File: src/rtl/dot_product_feeder.sv
// dot_product_feeder: streams two operand vectors from a dual-read-port memory into a mac unit
// and returns the 65-bit dot product over a valid/ready handshake.
//
// Ports:
//   clk, reset_n              clock (rising edge), asynchronous active-low reset
//   start, base_a, base_b, len command; operands latched when accepted in IDLE
//   busy                      high whenever a command is in progress
//   rd_en, rd_addr_a/b        registered memory read strobe and addresses
//   rd_data_a/b               memory read data, valid one cycle after rd_en
//   mac_clear, mac_next       registered controls to the mac
//   mac_a, mac_b              mac operands, zero unless read data is valid
//   mac_psum                  mac accumulator output
//   result, result_valid      dot product, held while valid
//   result_ready              consumer accepts result
module dot_product_feeder #(
    parameter int ADDR_W = 10,
    parameter int LEN_W  = 11
) (
    input  logic              clk,
    input  logic              reset_n,
    input  logic              start,
    input  logic [ADDR_W-1:0] base_a,
    input  logic [ADDR_W-1:0] base_b,
    input  logic [LEN_W-1:0]  len,
    output logic              busy,
    output logic              rd_en,
    output logic [ADDR_W-1:0] rd_addr_a,
    output logic [ADDR_W-1:0] rd_addr_b,
    input  logic [31:0]       rd_data_a,
    input  logic [31:0]       rd_data_b,
    output logic              mac_clear,
    output logic              mac_next,
    output logic [31:0]       mac_a,
    output logic [31:0]       mac_b,
    input  logic [64:0]       mac_psum,
    output logic [64:0]       result,
    output logic              result_valid,
    input  logic              result_ready
);
    typedef enum logic [1:0] {IDLE, ISSUE, DRAIN, RESULT} state_t;

    state_t            state, state_nxt;
    logic [LEN_W-1:0]  remaining;
    logic [2:0]        vld;
    logic              accept, last_issue, drain_done;

    assign accept     = (state == IDLE) && start;
    assign last_issue = (state == ISSUE) && (remaining == LEN_W'(1));
    // vld[2] covers the final accumulate cycle; once it has emptied, psum has settled
    assign drain_done = (state == DRAIN) && (vld == 3'b000);

    always_ff @(posedge clk or negedge reset_n) begin
        if (!reset_n) state <= IDLE;
        else          state <= state_nxt;
    end

    always_comb begin
        state_nxt = state;
        case (state)
            IDLE:    if (start) state_nxt = (len != '0) ? ISSUE : RESULT;
            ISSUE:   if (last_issue) state_nxt = DRAIN;
            DRAIN:   if (drain_done) state_nxt = RESULT;
            RESULT:  if (result_ready) state_nxt = IDLE;
            default: state_nxt = IDLE;
        endcase
    end

    always_comb begin
        busy         = state != IDLE;
        result_valid = state == RESULT;
        mac_next     = vld[2];
        mac_a        = vld[0] ? rd_data_a : '0;
        mac_b        = vld[0] ? rd_data_b : '0;
    end

    always_ff @(posedge clk or negedge reset_n) begin
        if (!reset_n) begin
            rd_en     <= 1'b0;
            rd_addr_a <= '0;
            rd_addr_b <= '0;
            remaining <= '0;
            mac_clear <= 1'b0;
            vld       <= '0;
            result    <= '0;
        end else begin
            mac_clear <= accept && (len != '0);
            vld       <= {vld[1:0], rd_en};
            if (accept) begin
                rd_en     <= len != '0;
                rd_addr_a <= base_a;
                rd_addr_b <= base_b;
                remaining <= len;
            end else if (state == ISSUE) begin
                remaining <= remaining - LEN_W'(1);
                if (last_issue) begin
                    rd_en <= 1'b0;
                end else begin
                    rd_addr_a <= rd_addr_a + ADDR_W'(1);
                    rd_addr_b <= rd_addr_b + ADDR_W'(1);
                end
            end
            if (accept && (len == '0)) result <= '0;
            else if (drain_done)       result <= mac_psum;
        end
    end
endmodule

File: config.mk
export PLATFORM = sky130hd
export DESIGN_NAME = dot_product_feeder
export DESIGN_NICKNAME = d
export VERILOG_FILES = /design/src/rtl/dot_product_feeder.sv
export SDC_FILE = /design/constraint.sdc
export NUM_CORES = 1
export LEC_CHECK = 0
export ABC_AREA = 1
export BUFFER_PORTS_ARGS = -buffer_cell sky130_fd_sc_hd__clkbuf_2
export CORE_MARGIN = 10
export CORE_UTILIZATION = 42
export CTS_CLUSTER_DIAMETER = 80
export CTS_CLUSTER_SIZE = 8
export DETAILED_ROUTE_END_ITERATION = 16
export MAX_ROUTING_LAYER = met4
export PLACE_DENSITY = 0.78
export SETUP_SLACK_MARGIN = 0.15
export SYNTH_ARGS = -nofsm -noshare
export SYNTH_HDL_FRONTEND = slang
export SYNTH_SLANG_ARGS = --single-unit
File: constraint.sdc
create_clock -name clk -period 1.4 [get_ports clk]
set_input_delay 0.42 -clock clk [delete_from_list [all_inputs] [get_ports clk]]
set_output_delay 0.42 -clock clk [all_outputs]
set_load 0.1 [all_outputs]
==> parameters.txt <==
Parameter                              Value

Global route
  Number of antenna violations at the first check in global routing ... 1
  Global-route usage over all layers ... about 31%
  First-pass GRT wire length ... between 40,000 and 50,000 um
  Number of global-route vias before repair ... between 8k and 9k
  Aggregate global routing overflow ... 0
  Pin count of the biggest net entering global routing ... between 40 and 50

Setup path
  Top fanout value on the critical path ... 34
  Endpoint of the worst register-to-register path ... result[64]$_DFFE_PN0P_
  FF-to-FF Start ... vld[0]$_DFF_PN0_
  Biggest cell delay along the critical path ... about 0.47 ns
  Minimum setup slack among reg-to-reg paths ... -0.40 ns
  Cell occurring most often along the worst timing path ... sky130_fd_sc_hd__buf_12
  Critical Path Start Type ... flop
  Class of the most critical setup path ... flop to output port
  CP arrival ... approximately 1.5 ns
  Endpoint required time on the critical path ... about 0.98 ns
  Number of cells on the worst reg-to-reg path ... 6
  Cell Chain, Critical Path ... buf_12, nand2_2, clkinvlp_4, buf_12
  Endpoint kind of the worst setup timing path ... output port
  Cell with the biggest individual delay on the critical path ... sky130_fd_sc_hd__dfrtp_4

Die
  Height of the die ... between 100 and 150 um
  Number of placement rows ... 43
  Total die area ... about 0.020 mm^2
  # IOs ... roughly 320
  Initial cell density of the core ... 43.4%
  Die width ... about 140 um
  Area of the placeable core ... 0.0140 mm^2

Place
  Count of input and output buffers ... between 300 and 400
  Detailed placer's ending HPWL ... 22,200 um
  Last weighted congestion value of the routability-driven placer ... ~0.96
  Placement-stage worst setup slack ... -0.233 ns
  Post-placement cell area ... about 0.011 mm^2

Drt
  Antenna-violating nets left ... 0
  Routed wirelength normalized by instance count ... roughly 22 um
  Initial DRT Pass Iterations ... 5
  DRT Wirelength ... approximately 33,000 um
  Number of violations reported at the end of detailed-routing iteration 0 ... 760
  Vias per inst ... roughly 5.3
  Total via count in the routed design ... about 8k
  Number of design rule violations left after detail routing ... 0

Timing
  Final worst-path cycle share ... 138%
  Transition time at the pin with the least slew margin ... about 0.39 ns
  Maximum achievable frequency ... 519 MHz
  RSZ-0062 raised after global routing ... true
  Final critical-path required period ... 1.93 ns
  Worst slew margin ... 74.2%
  Finish-stage setup viols ... 180
  Clock Skews ... approximately 0.013 ns
  Final total negative setup slack ... -60.60 ns
  Worst Hold Slack ... ~0.36 ns
  Final number of max-transition violations ... 0
  Worst setup margin ... -0.528 ns
  Count of final hold-check violations ... 0

Clocking
  Cell chosen for the clock root ... sky130_fd_sc_hd__clkbuf_16
  Clock tree from TritonCTS ... yes
  Sinks on Clock Net ... 103
  Clock Pin Slew Worst Setup and Hold Paths ... roughly 0.070 ns
  H-tree depth reported by CTS ... 3
  CTS max path bufs ... 2
  TritonCTS buffer count ... 9
  Skew-Pair Late Insertion Delay ... 0.35 ns

Yosys
  Number of library cell types mapped by synthesis ... 32
  Synthesized area per cell ... ~6.7 um^2
  Warning count from the yosys run ... 0
  Share of synthesized area occupied by flip-flops and latches ... 42.3%
  Syn nets ... around 1.1k
  Netlist Area Pre-Place ... 0.00610 mm^2
  FF+latch count, synth ... a little over 100
  Number of cells produced by synthesis ... between 900 and 1k

Layout
  Fillers ... 529
  Finished layout cell area ... between 0.01 and 0.015 mm^2
  Most frequent standard cell in the layout excluding fill and tap cells ... sky130_fd_sc_hd__nand2_1
  Net count reported at finish ... about 1.5k
  Syn-to-layout area delta ... 109%
  Commonest cells after routing, fill and taps aside ... 220 x sky130_fd_sc_hd__nand2_1, 166 x sky130_fd_sc_hd__inv_1, 166 x sky130_fd_sc_hd__buf_12, 162 x sky130_fd_sc_hd__clkbuf_2, 76 x sky130_fd_sc_hd__dfrtp_2
  Fraction of layout cells with a size suffix above 1 ... 57.7%

Hold path
  Endpoint of the worst hold path ... remaining[2]$_DFFE_PN0P_
  Cell count of the worst hold path ... 3
  Min-Delay Path Class ... primary input to flop
  Startpoint of the most critical hold path ... len[2]

Status
  Outcome ... finished with violations
  Violated checks ... negative setup slack

Run
  Count of maximum capacitance violations ... 0
[cells by family after synthesis]
family | after synthesis | synth area share (%)
flops | 103 | 42.3
compound gates | 97 | 9.26
simple gates | 419 | 28.3
fa+ha+maj | 9 | 1.85
buf+inv | 278 | 17.8
xor+xnor | 4 | 0.575
[synthesized netlist by cell type, drive strengths merged]
cell / count / area share [%]
o221ai: 5 / 0.72
dfrtp: 103 / 42
a21oi: 1 / 0.082
a31oi: 1 / 0.10
nor2: 26 / 1.9
ha: 9 / 1.8
a21boi: 1 / 0.12
nand4: 7 / 0.72
o22ai: 2 / 0.21
or2: 5 / 0.51
nor3: 2 / 0.16
o211ai: 1 / 0.12
nand3b: 1 / 0.12
clkbuf: 17 / 1.0
buf: 20 / 1.9
xnor2: 2 / 0.29
o21bai: 4 / 0.68
nand2: 323 / 20
xor2: 2 / 0.29
nand3: 55 / 4.8
o21ai: 82 / 7.2
inv: 241 / 15
[layer usage]
metal / up-vias / wire length, um / track usage (%) / share of wire, %
met5: - / 0 / - / 0
met4: 0 / 2030 / 13.5 / 6.2
met3: 164 / 2560 / 5.68 / 7.8
met2: 531 / 17300 / 56.8 / 53
met1: 3766 / 10800 / 30.6 / 33
li1: 3468 / - / - / -
[sequential cells by signal (all words and copies together) (netlist names)]
| name | count |
|---|---|
| state | 2 |
| mac_clear | 1 |
| rd_addr_b | 10 |
| rd_addr_a | 10 |
| vld | 3 |
| remaining | 11 |
| result | 65 |
| rd_en | 1 |
[stage by stage]
stage | cells | utilization (%)
6_report | 1495 | 90.8
3_5_place_dp | 1425 | 81.4
2_1_floorplan | 910 | -
3_3_place_gp | 1425 | 81.4
4_1_cts | 1487 | 89.4
5_1_grt | 1495 | 90.8
[cell type report]
cell class / count / area (um^2) / share of cell area [%]
inverter: 241 / 1160 / 9.11
sequential: 103 / 2720 / 21.4
clock buffer: 11 / 243 / 1.90
tap: 180 / 225 / 1.77
timing repair buffer: 425 / 5080 / 39.8
antenna: 1 / 2.50 / 0.0196
clock inverter: 5 / 56.3 / 0.442
multi-input combinational: 529 / 3260 / 25.6
[worst max path at each step]
stage,to,start,slack [ns]
final,mac_a[26],vld[0]$_DFF_PN0_,-0.53
after global routing,mac_a[27],vld[0]$_DFF_PN0_,-0.57
after CTS,mac_a[26],vld[0]$_DFF_PN0_,-0.53
after detailed placement,result[3]$_DFFE_PN0P_,vld[0]$_DFF_PN0_,-0.23
after global placement,result[20]$_DFFE_PN0P_,vld[0]$_DFF_PN0_,-0.17
after floorplan,state[1]$_DFFE_PN0P_,state[1]$_DFFE_PN0P_,-0.31
[critical path, delay by kind of cell (launching register included)]
family                 cells  cell delay (ns)
buffers and inverters      3             0.54
DFF                        1             0.47
and+or+nand+nor            1             0.12
[repair_timing]
action | 4_1_cts | 5_1_grt
endpoints found under the setup margin | 254 | 254
gates resized for setup | 90 | 33
hold endpoints to repair | 15 | 0
pin swaps | 25 | 14
cloned | 5 | 0
setup buffers | 40 | 7
hold buffers | 1 | 0
Power is left out: the tool's default activity adds up to more than one toggle a clock period on the data nets, which glitch-free logic cannot reach.
